$ cat src/rtl/dma_timing_ctrl.sv
// Single-transfer DMA timing controller: four request channels, SI/S0-S4 bus cycle, sticky terminal count.
// Optional rotating priority is enabled by defining DMA_ROTATING_PRIORITY_EN (fixed priority otherwise).
module dma_timing_ctrl #(
  parameter int ADDR_W = 16,
  parameter int CNT_W  = 16
) (
  input  logic              CLK,
  input  logic              RESET_N,
  input  logic [3:0]        DREQ,
  input  logic              HLDA,
  input  logic              EOP_N_IN,
  input  logic              cfg_we,
  input  logic [1:0]        cfg_ch,
  input  logic [1:0]        cfg_mode,
  input  logic [ADDR_W-1:0] cfg_addr,
  input  logic [CNT_W-1:0]  cfg_count,
  output logic              cfg_ready,
  output logic              HRQ,
  output logic [3:0]        DACK,
  output logic              aen,
  output logic              adstb,
  output logic              ior_n,
  output logic              iow_n,
  output logic              memr_n,
  output logic              memw_n,
  output logic              eop_n,
  output logic [ADDR_W-1:0] addr_out,
  output logic [3:0]        tc_status
);

  typedef enum logic [2:0] {SI, S0, S1, S2, S3, S4} state_t;

  localparam logic [1:0] MODE_WRITE = 2'b01;
  localparam logic [1:0] MODE_READ  = 2'b10;

  state_t            state_reg;
  logic [1:0]        grant_reg;
  logic [3:0]        mask_reg;
  logic              ext_eop_reg;
  logic [ADDR_W-1:0] addr_reg  [4];
  logic [CNT_W-1:0]  count_reg [4];
  logic [1:0]        mode_reg  [4];

  logic [3:0]        req_act;
  logic              any_req;
  logic              win_found;
  logic [1:0]        win_ch;
  logic [1:0]        prio_base;
  logic              is_read;
  logic              is_write;
  logic              tc_hit;
  logic              eop_hit;

`ifdef DMA_ROTATING_PRIORITY_EN
  logic [1:0] ptr_reg;
  assign prio_base = ptr_reg;
`else
  assign prio_base = 2'd0;
`endif

  // A masked channel is invisible to both the hold request and arbitration.
  for (genvar gi = 0; gi < 4; gi++) begin : g_req
    assign req_act[gi] = DREQ[gi] & ~mask_reg[gi];
  end

  assign any_req   = |req_act;
  assign cfg_ready = (state_reg == SI);

  always_comb begin
    logic [1:0] cand;
    win_found = 1'b0;
    win_ch    = 2'd0;
    cand      = 2'd0;
    for (int i = 0; i < 4; i++) begin
      cand = prio_base + 2'(i);
      if (!win_found && req_act[cand]) begin
        win_found = 1'b1;
        win_ch    = cand;
      end
    end
  end

  assign is_read  = (mode_reg[grant_reg] == MODE_READ);
  assign is_write = (mode_reg[grant_reg] == MODE_WRITE);
  assign tc_hit   = (count_reg[grant_reg] == '0);
  // External EOP may arrive in S2 (latched) or in S3 (taken live at the S3->S4 edge).
  assign eop_hit  = ext_eop_reg | ~EOP_N_IN;

  always_ff @(posedge CLK or negedge RESET_N) begin
    if (!RESET_N) begin
      state_reg   <= SI;
      grant_reg   <= 2'd0;
      mask_reg    <= 4'hF;
      ext_eop_reg <= 1'b0;
      HRQ         <= 1'b0;
      DACK        <= 4'h0;
      aen         <= 1'b0;
      adstb       <= 1'b0;
      ior_n       <= 1'b1;
      iow_n       <= 1'b1;
      memr_n      <= 1'b1;
      memw_n      <= 1'b1;
      eop_n       <= 1'b1;
      addr_out    <= '0;
      tc_status   <= 4'h0;
`ifdef DMA_ROTATING_PRIORITY_EN
      ptr_reg     <= 2'd0;
`endif
      for (int i = 0; i < 4; i++) begin
        addr_reg[i]  <= '0;
        count_reg[i] <= '0;
        mode_reg[i]  <= 2'b00;
      end
    end else begin
      case (state_reg)
        SI: begin
          if (cfg_we) begin
            addr_reg[cfg_ch]  <= cfg_addr;
            count_reg[cfg_ch] <= cfg_count;
            mode_reg[cfg_ch]  <= cfg_mode;
            mask_reg[cfg_ch]  <= 1'b0;
            tc_status[cfg_ch] <= 1'b0;
          end
          if (any_req) begin
            HRQ       <= 1'b1;
            state_reg <= S0;
          end
        end

        S0: begin
          if (!any_req) begin
            HRQ       <= 1'b0;
            state_reg <= SI;
          end else if (HLDA && win_found) begin
            grant_reg   <= win_ch;
            aen         <= 1'b1;
            adstb       <= 1'b1;
            addr_out    <= addr_reg[win_ch];
            ext_eop_reg <= 1'b0;
            state_reg   <= S1;
          end
        end

        S1: begin
          adstb     <= 1'b0;
          DACK      <= 4'b0001 << grant_reg;
          memr_n    <= ~is_read;
          ior_n     <= ~is_write;
          state_reg <= S2;
        end

        S2: begin
          if (!EOP_N_IN)
            ext_eop_reg <= 1'b1;
          iow_n     <= ~is_read;
          memw_n    <= ~is_write;
          state_reg <= S3;
        end

        S3: begin
          ior_n  <= 1'b1;
          iow_n  <= 1'b1;
          memr_n <= 1'b1;
          memw_n <= 1'b1;
          DACK   <= 4'h0;
          addr_reg[grant_reg]  <= addr_reg[grant_reg] + ADDR_W'(1);
          count_reg[grant_reg] <= count_reg[grant_reg] - CNT_W'(1);
          if (tc_hit || eop_hit) begin
            eop_n               <= 1'b0;
            tc_status[grant_reg] <= 1'b1;
            mask_reg[grant_reg]  <= 1'b1;
          end
          state_reg <= S4;
        end

        S4: begin
          HRQ         <= 1'b0;
          aen         <= 1'b0;
          eop_n       <= 1'b1;
          ext_eop_reg <= 1'b0;
`ifdef DMA_ROTATING_PRIORITY_EN
          ptr_reg     <= grant_reg + 2'd1;
`endif
          state_reg   <= SI;
        end

        default: state_reg <= SI;
      endcase
    end
  end

endmodule

$ cat config.mk
export PLATFORM = sky130hd
export DESIGN_NAME = dma_timing_ctrl
export DESIGN_NICKNAME = d
export VERILOG_FILES = /design/src/rtl/dma_timing_ctrl.sv
export SDC_FILE = /design/constraint.sdc
export NUM_CORES = 1
export LEC_CHECK = 0
export ABC_AREA = 0
export ABC_CLOCK_PERIOD_IN_PS = 3800
export CAP_MARGIN = 15
export CORE_MARGIN = 2
export CORE_UTILIZATION = 30
export CTS_BUF_LIST = sky130_fd_sc_hd__clkbuf_4 sky130_fd_sc_hd__clkbuf_8
export DETAILED_ROUTE_END_ITERATION = 10
export PLACE_DENSITY = 0.55
export SYNTH_ARGS = -nofsm -noshare
export SYNTH_HDL_FRONTEND = slang
export SYNTH_SLANG_ARGS = --single-unit
$ cat constraint.sdc
create_clock -name CLK -period 3.8 [get_ports CLK]
set_input_delay 1.14 -clock CLK [delete_from_list [all_inputs] [get_ports CLK]]
set_output_delay 1.14 -clock CLK [all_outputs]
set_load 0.005 [all_outputs]
=== Yosys cells after proc, flatten, opt, wreduce, memory -nomap -nowiden ===
Cells that the tools add are included.

* Add/subtract/negate cells: 2
* Magnitude comparators: 9
* Eq/ne operators: 15
* Shift-type cells: 1
* Multiplexer cells: 66
* Bitwise operators: 20
* Reductions and logical operators: 33

{| class="wikitable"
|+ Operator list
! operator !! count
|-
| 64-bit bitwise mux || 4
|-
| 64-bit case mux with 2 select lines || 2
|-
| 16-bit two-way mux || 8
|-
| 64-bit two-way mux || 2
|-
| 16-bit binary-select mux with 2-bit select || 3
|-
| 16-bit demux with 2-bit select || 2
|-
| 4-bit case mux with 2 select lines || 3
|-
| 16-bit by 1-bit adder with 16-bit output (second input constant) || 1
|-
| 16-bit logical NOT || 1
|-
| 4-bit two-way mux || 4
|-
| 16-bit by 1-bit subtractor with 16-bit output (second input constant) || 1
|-
| 1-bit two-way mux || 15
|-
| 3-bit case mux with 5 select lines || 1
|-
| 3-bit AND reduction || 5
|-
| 1-bit case mux with 2 select lines || 7
|-
| 2-bit != test (second input constant) || 6
|-
| 2-bit nonzero test || 6
|-
| 2-bit two-way mux || 5
|-
| 3-bit >= comparator (second input constant) || 3
|-
| 3-bit two-way mux || 3
|-
| 2-bit NOT with 3-bit output || 3
|-
| 4-bit bitwise AND || 2
|-
| 8-bit bitwise mux || 1
|-
| 1-bit logical AND || 8
|-
| 27 further kinds || 50
|}

* Bits in registers: 178
* Bits of input ports: 45
* Output and inout port bits: 33
* Word-level logic and storage cells: 173

=== Depth between registers and ports, before layout ===
Gate-level depths: netlist (run 1).

* Depth after elaboration: 16
* Mapped depth: 10
* Mapped depth without buffers: 7

=== Worst setup path before layout (run 1) ===
No wires, ideal clock.

* Kind: input -> register
* From: in DREQ[0]
* To: reg addr_out[10]
* Setup time: 0.125 ns
* Arrival time: 2.858 ns
* Data required time: 3.675 ns
* Path slack: 0.818 ns
* Stages: 6
* Buffers on the path: 1
* Path through: nand2b_1 > nand2_1 > a21oi_2 > buf_2 > mux4_2 > mux2_2

* Longest elaborated chain between the ends: 15
* Elaborated cells on any way between the ends: 21
* Those cells by class: mux (10); bitwise (2); reduce/logical (9)

{| class="wikitable"
|+ Ends and longest elaborated chain
! element !! line !! source
|-
| from (decl) || 9 || <nowiki>input logic [3:0] DREQ,</nowiki>
|-
| 1-bit bitwise AND (*) || 63 || <nowiki>assign req_act[gi] = DREQ[gi] & ~mask_reg[gi];</nowiki>
|-
| 1-bit two-way mux || 76 || <nowiki>if (!win_found && req_act[cand]) begin</nowiki>
|-
| 1-bit logical NOT || 76 ||
|-
| 1-bit logical AND || 76 ||
|-
| 1-bit two-way mux || 76 ||
|-
| 1-bit logical NOT || 76 ||
|-
| 1-bit logical AND || 76 ||
|-
| 1-bit two-way mux || 76 ||
|-
| 1-bit logical NOT || 76 ||
|-
| 1-bit logical AND || 76 ||
|-
| 2-bit two-way mux || 76 ||
|-
| 2-bit NOT with 3-bit output (implied by the code) || 138 || <nowiki>addr_out <= addr_reg[win_ch];</nowiki>
|-
| 16-bit binary-select mux with 2-bit select || 138 ||
|-
| 16-bit two-way mux (implied by the code) (2 in a row) || 138 ||
|-
| to (signal assigned) || 138 ||
|-
| to (decl) || 27 || <nowiki>output logic [ADDR_W-1:0] addr_out,</nowiki>
|}

Every way passes the cells marked *; elsewhere a longest branch is shown, timed or not. The select of a mux whose other input is x is not followed.
A chain may end at the register's enable or synchronous reset.

=== Final worst setup path (run 1) ===
* From: reg grant_reg[0]
* To: reg addr_reg[58] (netlist bit)

* Longest elaborated chain between the ends: 7
* Elaborated cells on any way between the ends: 12
* Those cells by class: add/sub (1); order compare (2); mux (7); bitwise (1); reduce/logical (1)

{| class="wikitable"
|+ Ends and longest elaborated chain
! element !! line !! source
|-
| from (decl) || 37 || <nowiki>logic [1:0] grant_reg;</nowiki>
|-
| from (signal assigned) || 135 || <nowiki>grant_reg <= win_ch;</nowiki>
|-
| 2-bit NOT with 3-bit output (implied by the code) (*) || 166 || <nowiki>addr_reg[grant_reg] <= addr_reg[grant_reg] + ADDR_W'(1);</nowiki>
|-
| 16-bit binary-select mux with 2-bit select, or another cell as far along || 166 ||
|-
| 16-bit two-way mux (implied by the code) / 1-bit logical AND (equally long branches) || 166 ||
|-
| 16-bit two-way mux (implied by the code) || 166 ||
|-
| 16-bit by 1-bit adder with 16-bit output / 16-bit demux with 2-bit select (equally long branches) || 166 ||
|-
| 64-bit bitwise mux (*) || 166 ||
|-
| 64-bit case mux with 2 select lines (*) || 115 || <nowiki>case (state_reg)</nowiki>
|-
| to (signal, indexed assignment) || 118 || <nowiki>addr_reg[cfg_ch] <= cfg_addr;</nowiki>
|-
| to (signal, indexed assignment) || 166 ||
|-
| to (decl) || 40 || <nowiki>logic [ADDR_W-1:0] addr_reg [4];</nowiki>
|}

Marked as above.

==> results.json, run 1 <==
{
  "status": "completed",
  "diodes": 0,
  "area.growth.synth_to_final_pct": 19.1,
  "cp.required_ns": 4.13,
  "end_kind": "flip-flop",
  "cts.sinks": 178,
  "ios": 78,
  "cts_buffers": 17,
  "grt_pass1_wl_mm": 53.4,
  "whs_ns": 0.484,
  "top_usage_layer": "met2",
  "r2r_start": "grant_reg[0]",
  "timing.fmax_ghz": 0.316,
  "crit_buf_inv": 2,
  "layoutNonFillerInstCount": 1532,
  "setup.worst_path.start": "grant_reg[0]",
  "worstPathArrival_ns": 3.50,
  "postPlaceCellArea_um2": 11400,
  "synth_enable_flop_cells": 0,
  "critical-path-slowest-cell": "dfrtp_2",
  "finalHoldViolCount": 0,
  "antenna_found_initial": 0,
  "drt_iter0_drc": 826,
  "portBuffers": 77,
  "reg2regPathDepth": 7,
  "setup_tns_ns": 0,
  "cts_tree": "built",
  "synth-main-ff-cell": "dfrtp_1",
  "syn_area_per_cell_um2": 9.76,
  "cts_max_path_buffers": 2,
  "grt_usage_pct": 20.8,
  "grt_use_met3_pct": 3.62,
  "die_w_um": 186,
  "synth_warnings": 0,
  "power_density_nw_per_um2": 823,
  "rrSetupSlack_ns": 0.63,
  "rsz0062_at_grt": "no",
  "gr-total-overflow": 0,
  "cts-root-buf": "clkbuf_8",
  "drive_gt1_share_pct": 16.3,
  "ctsResizeCount": 0,
  "avgViaCountPerCell": 5.60,
  "vias": 8586,
  "grt.met1_usage_pct": 28.8,
  "ys_seq_elements": 178,
  "start_util_pct": 30.4,
  "ys_types": 57,
  "rows": 66,
  "coreArea_um2": 32500,
  "hold_path_class": "flip-flop to flip-flop",
  "met2_usage_pct": 33.3,
  "grt_max_degree": 75,
  "synthCells": 1014,
  "syn_area_um2": 9900,
  "static-leakage-power_nw": 4.58,
  "clk_pin_slew_worst_paths_ns": 0.09,
  "setup_violations": 0,
  "path_class": "flip-flop to flip-flop",
  "dpl.hpwl_mm": 21.6,
  "wire_per_inst_um": 22.7,
  "h-tree-depth": 4,
  "dieHeight_um": 186,
  "setup_slack_ns": 0.631,
  "synth_top_area_share_pct": 42.7,
  "dp_cells": 1500,
  "r2r-end": "addr_reg[58]",
  "grt_pass1_vias": 8516,
  "slew_headroom_pct": 47.6,
  "async_flop_share_pct": 100,
  "final_cell_area_um2": 11800,
  "path_depth": 7,
  "cts_hold_buf": 0,
  "fin_nets": 1124,
  "clk_latency_ns": 0.48,
  "fin_skew_ns": 0.0150,
  "drcViolationCount": 0,
  "synth_fp_nets": 1061,
  "critPathMaxFanout": 17,
  "synth_top_cell_by_area": "dfrtp_1",
  "routed_wl_mm": 34.8,
  "cpPeakStageDelay_ns": 0.83,
  "start_kind": "flip-flop",
  "fin_crit_ns": 3.17,
  "gp_congestion": 0.815,
  "ant_nets": 0,
  "cap_violations": 0,
  "dieArea_um2": 34500,
  "firstDrtPassIters": 5,
  "fin_crit_sh_pct": 83.4,
  "worst_slew_pin_slew_ns": 0.786,
  "synthTopCellsByArea": "dfrtp_1 43%, mux4_2 11%, a21oi_1 7.4%",
  "ir_drop_mv": 0.356,
  "pre_cts_ws_ns": 0.388,
  "cp-endpoint": "addr_reg[58]",
  "post_cts_buffers": 0,
  "drv_slew": 0,
  "crit_family": "flip-flops",
  "ys_seq_area_share_pct": 45.1,
  "fill_cells": 3356,
  "crit_chain": "buf_4 > mux4_2 > ha_1 > inv_1 > nor3_1 > xnor2_1 > a211oi_1"
}
[cell type report]
class | count | area, µm² | share of cell area (%)
flip-flops and latches | 178 | 4470 | 37.9
clock buffers | 24 | 299 | 2.54
clock inverters | 8 | 129 | 1.09
repair buffers | 126 | 1230 | 10.4
well taps | 442 | 553 | 4.69
multi-input cells | 743 | 5070 | 43.0
inverters | 11 | 41.3 | 0.350
[synthesized netlist by cell type (all sizes together), types with 2 or more instances]
cell type,count
nand4b,2
clkbuf,64
and3,7
nand2,120
o21bai,52
nor3,14
nor4,8
and2,4
nand4,7
nor2b,4
nor3b,2
nor2,95
or3,2
ha,2
dfrtp,169
xor2,13
o22a,4
o21ai,38
mux4,50
dfstp,9
a2bb2oi,3
or2,2
mux2,17
buf,18
inv,11
nand2b,6
a22o,10
a22oi,3
o2bb2ai,2
nand3,61
o31ai,3
o211ai,5
a211oi,33
a21oi,148
xnor2,14
[report_power, final]
part | switching [W] | internal (W)
clock | 0.000722 | 0.000725
sequential | 0.000706 | 0.00280
combinational | 0.00254 | 0.00221
total | 0.00397 | 0.00573
[stage by stage]
step                      total power (W)  utilization, %
after floorplan                   0.00661               -
after global placement            0.00817            34.9
after detailed placement          0.00825            34.9
after CTS                         0.00971            36.2
after global routing               0.0103            36.2
final                             0.00970            36.2
[cells in the final DEF (no fill, tap or decap), types with 5 or more instances in the layout]
master,Yosys,final
nor2_1,95,92
a22o_1,10,10
dfstp_2,9,9
clkbuf_4,0,5
nand2_1,118,118
a211oi_1,33,33
mux2_2,17,17
o21bai_1,52,52
buf_4,0,42
o21ai_0,33,33
mux4_2,50,50
xor2_1,13,13
a21oi_1,147,147
nand2b_1,6,6
inv_1,11,11
buf_12,0,7
nor4_1,5,5
nand3_1,61,61
nor3_1,13,9
and3_1,7,7
nand4_1,7,7
clkbuf_8,0,19
o21ai_1,5,5
o211ai_1,5,5
dfrtp_1,169,167
xnor2_1,14,14
clkdlybuf4s50_1,0,76
[how the worst min path moves through the flow]
stage,from,end,slack (ns),cells past startpoint
2_1_floorplan,mode_reg[2],mode_reg[2],0.44,2
3_3_place_gp,mode_reg[6],mode_reg[6],0.47,2
3_5_place_dp,mode_reg[6],mode_reg[6],0.46,2
4_1_cts,mode_reg[6],mode_reg[6],0.49,2
5_1_grt,mode_reg[4],mode_reg[4],0.51,2
6_report,mode_reg[6],mode_reg[6],0.48,2
[layer usage]
| layer | share of wire [%] | vias to the layer above | wire length, µm |
|---|---|---|---|
| met1 | 43 | 4362 | 15200 |
| met3 | 7.2 | 51 | 2510 |
| met5 | 0 | - | 0 |
| met4 | 1.8 | 0 | 639 |
| li1 | - | 3796 | - |
| met2 | 47 | 377 | 16500 |
[logic make-up after synthesis]
family	Yosys count	share of synthesized area [%]
AO/OA/AOI/OAI	308	19.2
XOR/XNOR	27	2.39
adder cells (fa/ha/maj)	2	0.253
buffers and inverters	93	3.97
flip-flops	178	45.1
multiplexers	67	13.3
AND/OR/NAND/NOR	339	15.8
[worst min-delay path, cell delays in order, from the launching register on]
cell and delay, ns:
dfrtp_1 0.35, nand2_1 0.05, nand2_1 0.05
No activity file was read; power rests on OpenSTA's default activity.
==> inputs of run 2 (changes only) <==
- ABC_CLOCK_PERIOD_IN_PS: 3800 -> 2700
- PLACE_DENSITY: 0.55 -> 0.56
- clock period: 3.8 -> 2.7 ns (I/O delays scaled with it)
==> results.json, run 2 (synthesis results as in run 1) <==
{
  "status": "completed",
  "firstDrtPassIters": 6,
  "fin_crit_sh_pct": 97.4,
  "fin_crit_ns": 2.63,
  "final_cell_area_um2": 12600,
  "grt_max_degree": 50,
  "static-leakage-power_nw": 5.01,
  "vias": 8886,
  "rrSetupSlack_ns": 0.13,
  "critical-path-slowest-cell": "clkdlybuf4s50_1",
  "cp.required_ns": 1.89,
  "seq_power_share_pct": 33.0,
  "die_w_um": 186,
  "routed_wl_mm": 34.8,
  "crit_buf_inv": 2,
  "setup_tns_ns": 0,
  "slew_headroom_pct": 65.1,
  "fin_nets": 1196,
  "crit_family": "buffers and inverters",
  "cts-root-buf": "clkbuf_8",
  "start_kind": "flip-flop",
  "antenna_found_initial": 0,
  "ant_nets": 0,
  "cts_tree": "built",
  "fin_util_pct": 38.6,
  "power_density_nw_per_um2": 1160,
  "setup_violations": 0,
  "end_kind": "primary output",
  "dieHeight_um": 186,
  "clk_latency_ns": 0.48,
  "final_cell_mix": "167 x dfrtp_1, 147 x a21oi_1, 118 x nand2_1, 100 x buf_4, 92 x nor2_1",
  "portBuffers": 77,
  "cts_buffers": 17,
  "p_sw_share_pct": 39.3,
  "cpPeakStageDelay_ns": 0.52,
  "intPower_w": 0.00883,
  "coreArea_um2": 32500,
  "fin_skew_ns": 0.0217,
  "power.total_w": 0.0146,
  "drt_iter0_drc": 743,
  "whs_ns": 0.274,
  "rows": 66,
  "ios": 78,
  "wire_per_inst_um": 21.7,
  "combPwrFrac_pct": 51.8,
  "timing.fmax_ghz": 0.380,
  "start_util_pct": 30.4,
  "gr-total-overflow": 0,
  "grt_usage_pct": 20.8,
  "ir_drop_mv": 0.484,
  "fill_cells": 3276,
  "p_sw_w": 0.00572,
  "cap_violations": 0,
  "path_class": "flip-flop to primary output",
  "dieArea_um2": 34500,
  "drive_gt1_share_pct": 21.9,
  "cts.sinks": 178,
  "h-tree-depth": 4,
  "final_common_cell": "dfrtp_1",
  "dpl.hpwl_mm": 23.5,
  "area.growth.synth_to_final_pct": 27.1,
  "cts_max_path_buffers": 2,
  "drv_slew": 0,
  "worst_slew_pin_slew_ns": 0.524,
  "drcViolationCount": 0,
  "avgViaCountPerCell": 5.54,
  "grt_pass1_vias": 9082,
  "diodes": 0,
  "crit_chain": "buf_4 > nor3_2 > clkdlybuf4s50_1",
  "critPathMaxFanout": 15,
  "gp_congestion": 0.863,
  "clkPwrFrac_pct": 15.2,
  "postPlaceCellArea_um2": 12100,
  "grt_pass1_wl_mm": 54.0,
  "hold_path_class": "input pin to asynchronous set/reset pin",
  "worstPathArrival_ns": 1.82,
  "finalHoldViolCount": 0,
  "clk_pin_slew_worst_paths_ns": 0.10
}
[run 2: cell types whose count changed in the layout (fill, tap and decap cells not counted), sizes merged]
cell | before | now
buf | 50 | 122
bufinv | 3 | 5
clkinv | 4 | 2
clkbuf | 24 | 23
clkinvlp | 1 | 2
[run 2: final timing paths]
kind	startpoint	cells after the start	endpoint
max in group asynchronous	RESET_N	2	count_reg[48]
max reg2reg	grant_reg[0]	7	count_reg[14]
min reg2reg	mode_reg[7]	2	mode_reg[7]
min in group CLK	mode_reg[7]	2	mode_reg[7]
max	state_reg[1]	3	cfg_ready
min	RESET_N	1	mode_reg[6]
[run 2: stage by stage]
| step | cells | setup WS, ns |
|---|---|---|
| 2_1_floorplan | 1014 | 0.0477 |
| 3_3_place_gp | 1570 | -0.345 |
| 3_5_place_dp | 1570 | -0.363 |
| 4_1_cts | 1602 | 0.0240 |
| 5_1_grt | 1604 | -0.00182 |
| 6_report | 1604 | 0.0705 |
[run 2: final cells by class]
class	count	area [µm²]	area share, %
sequential	178	4470	35.5
multi-input combinational	743	5100	40.5
tap	442	553	4.40
clock buffer	23	292	2.32
timing repair buffer	198	1940	15.5
inverter	11	41.3	0.328
clock inverter	9	179	1.42
[run 2: per-layer routing]
| layer | track usage (%) | wire length [µm] |
|---|---|---|
| met5 | 0 | 0 |
| met2 | 34.5 | 16700 |
| met3 | 4.38 | 2620 |
| met4 | 6.96 | 856 |
| met1 | 27.0 | 14600 |
[run 2: repair_timing]
| item | 4_1_cts | 5_1_grt |
|---|---|---|
| setup endpoints to repair | 0 | 18 |
| hold buffers | 0 | 0 |
| setup buffers | 0 | 2 |
| resized for setup | 0 | 5 |
[run 2: worst register-to-register path, cell delays in order, from the launching register on]
cell	delay, ns
dfrtp_2	0.53
buf_4	0.21
mux4_2	0.61
nor3b_4	0.36
buf_4	0.19
nand4_1	0.10
xor2_1	0.34
a211oi_1	0.13
[run 2: power by group through the flow]
| stage | sequential, W | clock, W | combinational, W |
|---|---|---|---|
| after detailed placement | 0.00485 | 0 | 0.00744 |
| after CTS | 0.00479 | 0.00224 | 0.00748 |
| after global placement | 0.00480 | 0 | 0.00733 |
| after floorplan | 0.00451 | 0 | 0.00478 |
| final | 0.00480 | 0.00221 | 0.00754 |
| after global routing | 0.00496 | 0.00235 | 0.00824 |
